--- src/rtl/codec_rjm_slave_port.sv ---
// Codec-side right-justified audio port: oversamples the master's BCLK/LRCK/DAC lines,
// deserializes stereo DAC samples and serializes stereo ADC samples back.
module codec_rjm_slave_port #(
  parameter int DATA_W     = 24,
  parameter int HALF_BCLKS = 32
) (
  input  logic              clk_i,
  input  logic              rst_i,
  input  logic              en_i,
  input  logic              bclk_i,
  input  logic              lrck_i,
  input  logic              dac_dat_i,
  input  logic [DATA_W-1:0] adc_left_i,
  input  logic [DATA_W-1:0] adc_right_i,
  output logic              adc_dat_o,
  output logic [DATA_W-1:0] dac_left_o,
  output logic [DATA_W-1:0] dac_right_o,
  output logic              dac_valid_o,
  output logic              frame_err_o
);

  localparam logic [6:0] HALF_CNT = 7'(HALF_BCLKS);
  localparam logic [6:0] CNT_MAX  = 7'd127;

  logic                  bclk_p0, bclk_p1, bclk_p2;
  logic                  lrck_p0, lrck_p1, lrck_p2;
  logic                  dat_p0, dat_p1, dat_p2;
  logic                  bclk_rise_p3, bclk_fall_p3, lr_edge_p3;
  logic [DATA_W-1:0]     rx_sh;
  logic [DATA_W-1:0]     rx_cur;
  logic [HALF_BCLKS-1:0] tx_sh;
  logic [6:0]            bit_cnt;
  logic                  armed;

  // Stages p0..p2: two-flop synchronizers plus one history flop per line
  always_ff @(posedge clk_i) begin
    if (rst_i) begin
      bclk_p0 <= 1'b0; bclk_p1 <= 1'b0; bclk_p2 <= 1'b0;
      lrck_p0 <= 1'b0; lrck_p1 <= 1'b0; lrck_p2 <= 1'b0;
      dat_p0  <= 1'b0; dat_p1  <= 1'b0; dat_p2  <= 1'b0;
    end else begin
      bclk_p0 <= bclk_i;    bclk_p1 <= bclk_p0; bclk_p2 <= bclk_p1;
      lrck_p0 <= lrck_i;    lrck_p1 <= lrck_p0; lrck_p2 <= lrck_p1;
      dat_p0  <= dac_dat_i; dat_p1  <= dat_p0;  dat_p2  <= dat_p1;
    end
  end

  // Stage p3: registered edge pulses; dat_p2 and lrck_p2 are aligned with them
  always_ff @(posedge clk_i) begin
    if (rst_i) begin
      bclk_rise_p3 <= 1'b0;
      bclk_fall_p3 <= 1'b0;
      lr_edge_p3   <= 1'b0;
    end else begin
      bclk_rise_p3 <= bclk_p1 & ~bclk_p2;
      bclk_fall_p3 <= ~bclk_p1 & bclk_p2;
      lr_edge_p3   <= lrck_p1 ^ lrck_p2;
    end
  end

  // A coincident rise and LR edge captures the already-shifted word
  always_comb begin
    rx_cur = rx_sh;
    if (bclk_rise_p3) rx_cur = {rx_sh[DATA_W-2:0], dat_p2};
  end

  // Stage p4: shift registers, half-frame capture and frame check
  always_ff @(posedge clk_i) begin
    if (rst_i) begin
      rx_sh       <= '0;
      tx_sh       <= '0;
      bit_cnt     <= '0;
      armed       <= 1'b0;
      dac_left_o  <= '0;
      dac_right_o <= '0;
      dac_valid_o <= 1'b0;
      frame_err_o <= 1'b0;
    end else begin
      dac_valid_o <= 1'b0;
      if (!en_i) begin
        armed <= 1'b0;
      end else begin
        if (bclk_rise_p3) begin
          rx_sh <= rx_cur;
          if (bit_cnt != CNT_MAX) bit_cnt <= bit_cnt + 7'd1;
        end
        if (lr_edge_p3) begin
          if (lrck_p2) begin
            dac_right_o <= rx_cur;
            dac_valid_o <= 1'b1;
            tx_sh       <= HALF_BCLKS'(adc_left_i);
          end else begin
            dac_left_o  <= rx_cur;
            tx_sh       <= HALF_BCLKS'(adc_right_i);
          end
          if (armed && (bit_cnt != HALF_CNT)) frame_err_o <= 1'b1;
          bit_cnt <= '0;
          armed   <= 1'b1;
        end else if (bclk_fall_p3) begin
          tx_sh <= {tx_sh[HALF_BCLKS-2:0], 1'b0};
        end
      end
    end
  end

  assign adc_dat_o = en_i & tx_sh[HALF_BCLKS-1];

endmodule

--- config.mk ---
export PLATFORM = sky130hd
export DESIGN_NAME = codec_rjm_slave_port
export DESIGN_NICKNAME = d
export VERILOG_FILES = /design/src/rtl/codec_rjm_slave_port.sv
export SDC_FILE = /design/constraint.sdc
export NUM_CORES = 1
export LEC_CHECK = 0
export ABC_CLOCK_PERIOD_IN_PS = 1900
export CAP_MARGIN = 5
export CORE_UTILIZATION = 40
export CTS_CLUSTER_SIZE = 20
export DETAILED_ROUTE_END_ITERATION = 7
export PLACE_DENSITY_LB_ADDON = 0.3
export SYNTH_ARGS = -nofsm -noshare
export SYNTH_HDL_FRONTEND = slang
export SYNTH_SLANG_ARGS = --single-unit
--- constraint.sdc ---
create_clock -name clk_i -period 1.9 [get_ports clk_i]
set_input_delay 0.285 -clock clk_i [delete_from_list [all_inputs] [get_ports clk_i]]
set_output_delay 0.285 -clock clk_i [all_outputs]
set_load 0.005 [all_outputs]
# Word level (Yosys, flattened, before mapping)

Cells that the tools add are included.

Bits in registers: 126
Bits of input ports: 54
Word-level logic and storage cells: 52

Add/sub/neg operators: 1
Equal/unequal tests: 2
Mux-type cells: 8
Bitwise gates (word level): 9
Reduce and logical (&&, ||, !) cells: 12

Operators by type and width:

| kind                                                   | count |
|---|---|
| 2-to-1 mux 32 bit                                      | 2 |
| 2-to-1 mux 24 bit                                      | 2 |
| 2-to-1 mux 7 bit                                       | 3 |
| AND reduction 3 bit                                    | 4 |
| adder 7 x 1 -> 7 bit (second input constant)           | 1 |
| inequality test 7 x 6 -> 1 bit (second input constant) | 1 |
| inequality test 7 bit (second input constant)          | 1 |
| nonzero test 2 bit                                     | 3 |
| inverter 1 bit                                         | 5 |
| AND reduction 2 bit                                    | 2 |
| bitwise AND 1 bit                                      | 3 |
| OR reduction 3 bit                                     | 1 |
| OR reduction 2 bit                                     | 1 |
| logical AND 1 bit                                      | 1 |
| 2-to-1 mux 1 bit                                       | 1 |
| XOR 1 bit                                              | 1 |

# Longest topological paths before layout

Gate-level depths: netlist of run 1.

Depth after elaboration: 4
Depth in mapped cells: 7
Mapped depth without buffers: 5

# Worst setup path after synthesis of run 1

No wires, ideal clock.

Path kind: register to register
Start: reg bit_cnt[0]
End: reg bit_cnt[2]
Library setup time: 0.079 ns
Data arrival time: 1.351 ns
Required time: 1.821 ns
Setup slack: 0.470 ns
Stages on the path, launching flop included: 6
Path buffers: 0
Path through: dfxtp_1 > ha_1 > and4_4 > nand2_4 > a41o_1 > a211oi_2

Word-level cells in the longest chain between the ends: 4
Elaborated cells between the ends (all ways): 7
Classes of those cells: add/sub: 1; eq/ne: 1; mux: 3; reduce/logical: 2

RTL lines:

| element                  | line | text |
|---|---|---|
| start: declaration       | 32   | `logic [6:0] bit_cnt;` |
| start signal: assignment | 85   | `if (bit_cnt != CNT_MAX) bit_cnt <= bit_cnt + 7'd1;` |
| adder 7 x 1 -> 7 bit     | 85   |  |
| 2-to-1 mux 7 bit         | 85   |  |
| 2-to-1 mux 7 bit         | 83   | `if (bclk_rise_p3) begin` |
| 2-to-1 mux 7 bit         | 87   | `if (lr_edge_p3) begin` |

Several ways; a longest one is shown, not always the timed one. The select of a mux whose other input is x is not followed.
A chain may end at the register's enable or synchronous reset.

# Final worst setup path of run 1

Start: in en_i
End: out adc_dat_o

Word-level cells in the longest chain between the ends: 1

RTL lines:

| element            | line | text |
|---|---|---|
| start: declaration | 9    | `input logic en_i,` |
| bitwise AND 1 bit  | 106  | `assign adc_dat_o = en_i & tx_sh[HALF_BCLKS-1];` |
| end: declaration   | 15   | `output logic adc_dat_o,` |

No other way between the ends.

==> results.ini, run 1 <==
[run_status]
status = finished, final reports clean

[power_and_ir_drop]
ir_worst_vdd_v = 0.0007477
power.density_mw_per_mm2 = 878.8
leakage_nw = 2.295
fin_total_pwr_mw = 6.249

[route]
num_vias = 4310
drc = 0
drt.antenna.violating_nets = 0
drt-initial-drc-count = 157
viasPerCell = 5.065
routed_wl_um = 11300
dr.pass1.iters = 5
wl_per_cell_um = 13.28

[worst_setup_path]
path_common_cell = clkdlybuf4s50_1
crit_buf_inv = 2
cp.depth = 3
critPathTopFamily = buffers and inverters
crit_type = input pin to output port
slowest_stage = clkdlybuf4s50_1
startpoint_type = input pin
crit_required_ns = 1.62
worst-path-max-fanout = 3
path_cells = clkdlybuf4s50_1, and2_1, clkdlybuf4s50_1
critPathCaptureType = output port
arrival_ns = 1.51
reg2reg_slack_ns = 0.34
r2r_cells = 5
slowest_delay_ns = 0.57

[synthesis]
synthDistinctLibCells = 43
synth_enable_flop_cells = 0
yosys.area.top_type = dfxtp_1
synthArstFlopShare_pct = 0
yosysWarnings = 0
synth_ff_type = dfxtp_1
synth_fp_nets = 629
syn_inst = 573
synth.top_cells.by_area = dfxtp_1, a211oi_1, nor2_1
synth-seq-cells = 126
yosysMostFrequentCell = dfxtp_1
yosys-top-cells-count = dfxtp_1, nor2_1, a211oi_1, nand2_1, a21oi_1
synth_top_area_share_pct = 47.35
netlist_area_sq_mm = 0.005328
ys_seq_area_share_pct = 47.35
avgSynthCellArea_sq_um = 9.298

[grt]
antenna_found_initial = 0
grt_pass1_vias = 4152
overflow = 0
gr-max-usage-layer = met2
grt_usage_pct = 16.95
grt_pass1_wl_um = 19040
met1_usage_pct = 19.43
met2_usage_pct = 29.44
use_met3_pct = 5.934
grt_max_degree = 59

[layout]
areaGrowthSynthToFinish_pct = 33.47
n_antenna_cell = 0
instances_no_fill = 851
fin_nets = 722
drive_gt1_share_pct = 14.29
num-fill-cells = 1135

[min_path]
holdPathStages = 1
hold_class = flip-flop to flip-flop

[cts]
root_buffer = clkbuf_16
cts.path.max_buffers = 2
h-tree-depth = 4
cts.clk_slew.worst_paths_ns = 0.05
cts_buffers = 17
cts.sinks = 126
cts_setup_buffers = 0
cts_hold_buf = 0
clkLatencyLatePin_ns = 0.42
cts-resized-gates = 0
cts_tree = done

[sta]
fin_crit_sh_pct = 94.34
timing.final.ws_setup_ns = 0.1076
final_max_slew_viol_count = 0
whs_ns = 0.3974
setup_violations = 0
period_needed_ns = 1.792
tightest_slew_ns = 0.6815
fin_tns_setup_ns = 0
rsz0062_at_grt = no
fmax_mhz = 557.9
finalClockSkew_ns = 0.008443
slew_headroom_pct = 54.56
final_hold_viol_count = 0

[place]
dpl.hpwl_um = 7776
dp_slack_ns = 0.01945
io_buffers = 104
place_congestion = 0.7804
placed_cells = 819

[floorplan]
die_w_um = 117.4
io_pins = 105
die_area_sq_mm = 0.01379
placementRows = 41
initial_core_util_pct = 41.54
die_y_um = 117.4
core_region_area_sq_mm = 0.01282

[run]
drv_cap = 0

==> report_power, final <==
group          internal (mW)  switching (mW)
registers               2.69          0.0306
clock network           2.03            1.08
logic                  0.238           0.176
==> layout by cell type, fill, tap and decap left out, types with 3 or more instances in the layout <==
cell             count
dfxtp_1            125
a21oi_1             42
nor2_1              88
mux2i_1             25
clkinv_2             3
buf_12               7
nand3_1             11
nand2_1             52
mux2_2              23
clkdlybuf4s50_1    103
a22oi_1             23
a211oi_2            11
clkbuf_16           17
buf_4               15
clkbuf_1             6
nor2b_1             12
nor4_1               3
nand2b_1             8
a211oi_1            61
clkbuf_8             3
inv_1                3
==> per-stage QoR <==
| stage | area (sq um) | util [%] |
|---|---|---|
| final | 7111 | 55.44 |
| after global routing | 7111 | 55.44 |
| after CTS | 7111 | 55.44 |
| after detailed placement | 6539 | 50.99 |
| after global placement | 6539 | 50.99 |
| after floorplan | 5328 | - |
==> metal layers <==
layer | part of all wire, % | wire length, um
met1 | 45 | 5115
met4 | 0.91 | 103
met2 | 49 | 5483
met5 | 0 | 0
met3 | 5.3 | 596
==> cell families (layout without fill, tap and decap cells) <==
kind of cell / Yosys count / after routing / synth area share [%]
AO/OA/AOI/OAI: 148 / 148 / 20.34
adder cells (fa/ha/maj): 2 / 2 / 0.4696
buffers and inverters: 55 / 161 / 5.965
flip-flops: 126 / 126 / 47.35
AND/OR/NAND/NOR: 192 / 192 / 15.99
XOR/XNOR: 2 / 2 / 0.3289
multiplexers: 48 / 48 / 9.559
==> layout make-up <==
class	instances	area, sq um	area share [%]
tap	172	215.2	3.027
clock inverter	6	82.58	1.161
multi-input combinational	392	2501	35.18
timing repair buffer	125	1284	18.05
inverter	4	15.01	0.2112
sequential	126	2524	35.49
clock buffer	26	489.2	6.880
==> final timing paths <==
path / from / end
max: en_i / adc_dat_o
min: bclk_p2 / bclk_rise_p3
min reg2reg: bclk_p2 / bclk_rise_p3
max reg2reg: bit_cnt[0] / bit_cnt[2]
==> state kept, by name, summed over array words and instances, names as in the netlist, 7 cells and up <==
name and flops:
tx_sh 32, dac_right_o 24, rx_sh 24, dac_left_o 24, bit_cnt 7
Note: power is estimated with default switching activity, not from simulation.
==> inputs of run 2 (changes only) <==
--- a/config.mk
+++ b/config.mk
@@ -15,2 +15,3 @@
 export SYNTH_HDL_FRONTEND = slang
 export SYNTH_SLANG_ARGS = --single-unit
+export TNS_END_PERCENT = 1
==> constraint.sdc (replaced) <==
create_clock -name clk_i -period 1.9 [get_ports clk_i]
set_input_delay 0.38 -clock clk_i [delete_from_list [all_inputs] [get_ports clk_i]]
set_output_delay 0.38 -clock clk_i [all_outputs]
set_load 0.005 [all_outputs]
==> run 2 against run 1 <==
Net effect: clock power rose by 6%; first-iteration DRC count rose by 52%; critical path depth fell by 2; highest routed layer unchanged; via count rose by 1.8%; critical endpoint is now dac_valid_o.
==> results.ini, run 2 (same netlist as run 1, synthesis figures left out) <==
[run_status]
status = finished, final reports clean

[power_and_ir_drop]
intPower_mw = 5.096  ; +2.8%
p_sw_mw = 1.342  ; +4.0%
leakage_nw = 2.345  ; +2.2%
ir_worst_vdd_v = 0.0004722  ; -37%
power.density_mw_per_mm2 = 896.7  ; +2.0%
p_sw_share_pct = 20.84  ; +0.19 points
power_frac_comb_pct = 6.6  ; about the same
power_frac_seq_pct = 42.3  ; -1.3 points
power_frac_clock_pct = 51.1  ; +1.3 points
fin_total_pwr_mw = 6.438  ; +3.0%

[sta]
rsz0062_at_grt = no
setup_violations = 0  ; unchanged
slew_headroom_pct = 54.85  ; +0.29 points
fmax_mhz = 597.2  ; +7.0%
tightest_slew_ns = 0.6772  ; -0.004312 ns
period_needed_ns = 1.674  ; -0.1180 ns
timing.final.ws_setup_ns = 0.2256  ; +0.1180 ns
final_max_slew_viol_count = 0  ; unchanged
fin_crit_sh_pct = 88.13  ; -6.2 points
final_hold_viol_count = 0  ; unchanged
finalClockSkew_ns = 0.004215  ; -0.004228 ns

[route]
viasPerCell = 5.142  ; +1.5%
dr.pass1.iters = 4  ; -1
drt.antenna.violating_nets = 0  ; unchanged
num_vias = 4386  ; +1.8%
routed_wl_um = 11480  ; +1.6%
wl_per_cell_um = 13.45  ; +1.3%
drc = 0  ; unchanged
drt-initial-drc-count = 239  ; +52%

[worst_setup_path]
crit_type = flip-flop to output port
worst-path-max-fanout = 1  ; -2
crit_required_ns = 1.52  ; -0.10 ns
critPathTopFamily = buffers and inverters
path_cells = clkdlybuf4s50_1
slowest_delay_ns = 0.52  ; -0.05 ns
r2r-end = bit_cnt[2]
slowest_stage = clkdlybuf4s50_1
startpoint_type = flip-flop
arrival_ns = 1.29  ; -0.22 ns
critPathCaptureType = output port
reg2reg_slack_ns = 0.34  ; about the same
rr_startpoint = bit_cnt[0]
r2r_cells = 5  ; unchanged
crit_buf_inv = 1  ; -1

[min_path]
hold_start = bclk_p2
holdPathStages = 1  ; unchanged
min_to = bclk_rise_p3
hold_class = flip-flop to flip-flop

[floorplan]
io_pins = 105  ; unchanged
die_y_um = 117.4  ; unchanged
initial_core_util_pct = 41.54  ; unchanged
die_w_um = 117.4  ; unchanged
core_region_area_sq_mm = 0.01282  ; unchanged
die_area_sq_mm = 0.01379  ; unchanged
placementRows = 41  ; unchanged

[cts]
root_buffer = clkbuf_16
cts_buffers = 17  ; unchanged
cts_hold_buf = 0  ; unchanged
cts.sinks = 126  ; unchanged
cts_tree = done
cts.path.max_buffers = 2  ; unchanged
clkLatencyLatePin_ns = 0.41  ; about the same
cts.clk_slew.worst_paths_ns = 0.05  ; about the same
h-tree-depth = 4  ; unchanged

[layout]
final_common_cell = dfxtp_1
stdcell_area_sq_mm = 0.007179  ; +0.97%
n_antenna_cell = 0  ; unchanged
instances_no_fill = 853  ; +0.24%
largest_reg_flops = 32  ; unchanged
drive_gt1_share_pct = 15.12  ; +0.84 points
fin_nets = 724  ; +0.28%
ff_latch_area_sq_mm = 0.002524  ; unchanged
final_cell_mix = dfxtp_1, clkdlybuf4s50_1, nor2_1
num-fill-cells = 1148  ; +1.1%
top_register = tx_sh
multi_input_area_sq_mm = 0.002501  ; unchanged
areaGrowthSynthToFinish_pct = 34.76

[grt]
overflow = 0  ; unchanged
use_met3_pct = 3.696  ; -2.2 points
grt_pass1_wl_um = 19710  ; +3.6%
met1_usage_pct = 21.02  ; +1.6 points
met2_usage_pct = 29.73  ; +0.30 points
grt_pass1_vias = 4274  ; +2.9%
grt_usage_pct = 17.29  ; +0.34 points
gr-max-usage-layer = met2
grt_max_degree = 57  ; -3.4%
antenna_found_initial = 0  ; unchanged

[place]
dpl.hpwl_um = 7660  ; -1.5%
place_congestion = 0.7339  ; -6.0%
io_buffers = 104  ; unchanged
placed_cells = 821  ; +0.24%
dp_slack_ns = -0.01960  ; -0.03905 ns
postPlaceCellArea_sq_mm = 0.006566  ; +0.42%

[run]
drv_cap = 0  ; unchanged

## run 2: layer usage
metal  share of wire [%]  vias to the layer above
met5                   0                        -
met4                 1.2                        0
met3                 3.7                       13
met2                  49                      101
met1                  46                     2051
li1                    -                     2221
## run 2: worst max-delay path by stage
stage / from / to / slack [ns] / cells past startpoint
2_1_floorplan: bit_cnt[0] / bit_cnt[2] / 0.47 / 5
3_3_place_gp: en_i / bit_cnt[4] / 0.04 / 6
3_5_place_dp: en_i / dac_left_o[21] / -0.02 / 7
4_1_cts: en_i / adc_dat_o / 0.02 / 3
5_1_grt: dac_left_o[2] / dac_left_o[2] / 0.18 / 1
6_report: dac_valid_o / dac_valid_o / 0.23 / 1
## run 2: cell type report
type / count / area share [%]
clock buffer: 22 / 6.605
clock inverter: 10 / 1.900
inverter: 4 / 0.2091
multi-input combinational: 392 / 34.84
sequential: 126 / 35.15
tap: 172 / 2.998
timing repair buffer: 127 / 18.30
## run 2: power by group through the flow
| stage | sequential (mW) | combinational [mW] | clock, mW |
|---|---|---|---|
| CTS | 2.72 | 0.427 | 3.34 |
| detailed placement | 2.78 | 0.425 | 0 |
| global placement | 2.78 | 0.414 | 0 |
| finish | 2.72 | 0.423 | 3.29 |
| global route | 2.73 | 0.462 | 3.45 |
| floorplan | 2.77 | 0.226 | 0 |
## run 2: timing repair
item | CTS | global route
endpoints found under the setup margin | 0 | 1
buffers inserted | 0 | 0
resized for setup | 0 | 1
## run 2: metrics by stage
stage           TNS, ns  hold WS, ns  util, %
6_report              0       0.4017    55.98
5_1_grt               0       0.4262    55.98
4_1_cts               0       0.4057    55.96
3_5_place_dp   -0.01960       0.3981    51.20
3_3_place_gp          0       0.3883    51.20
2_1_floorplan         0       0.3835        -
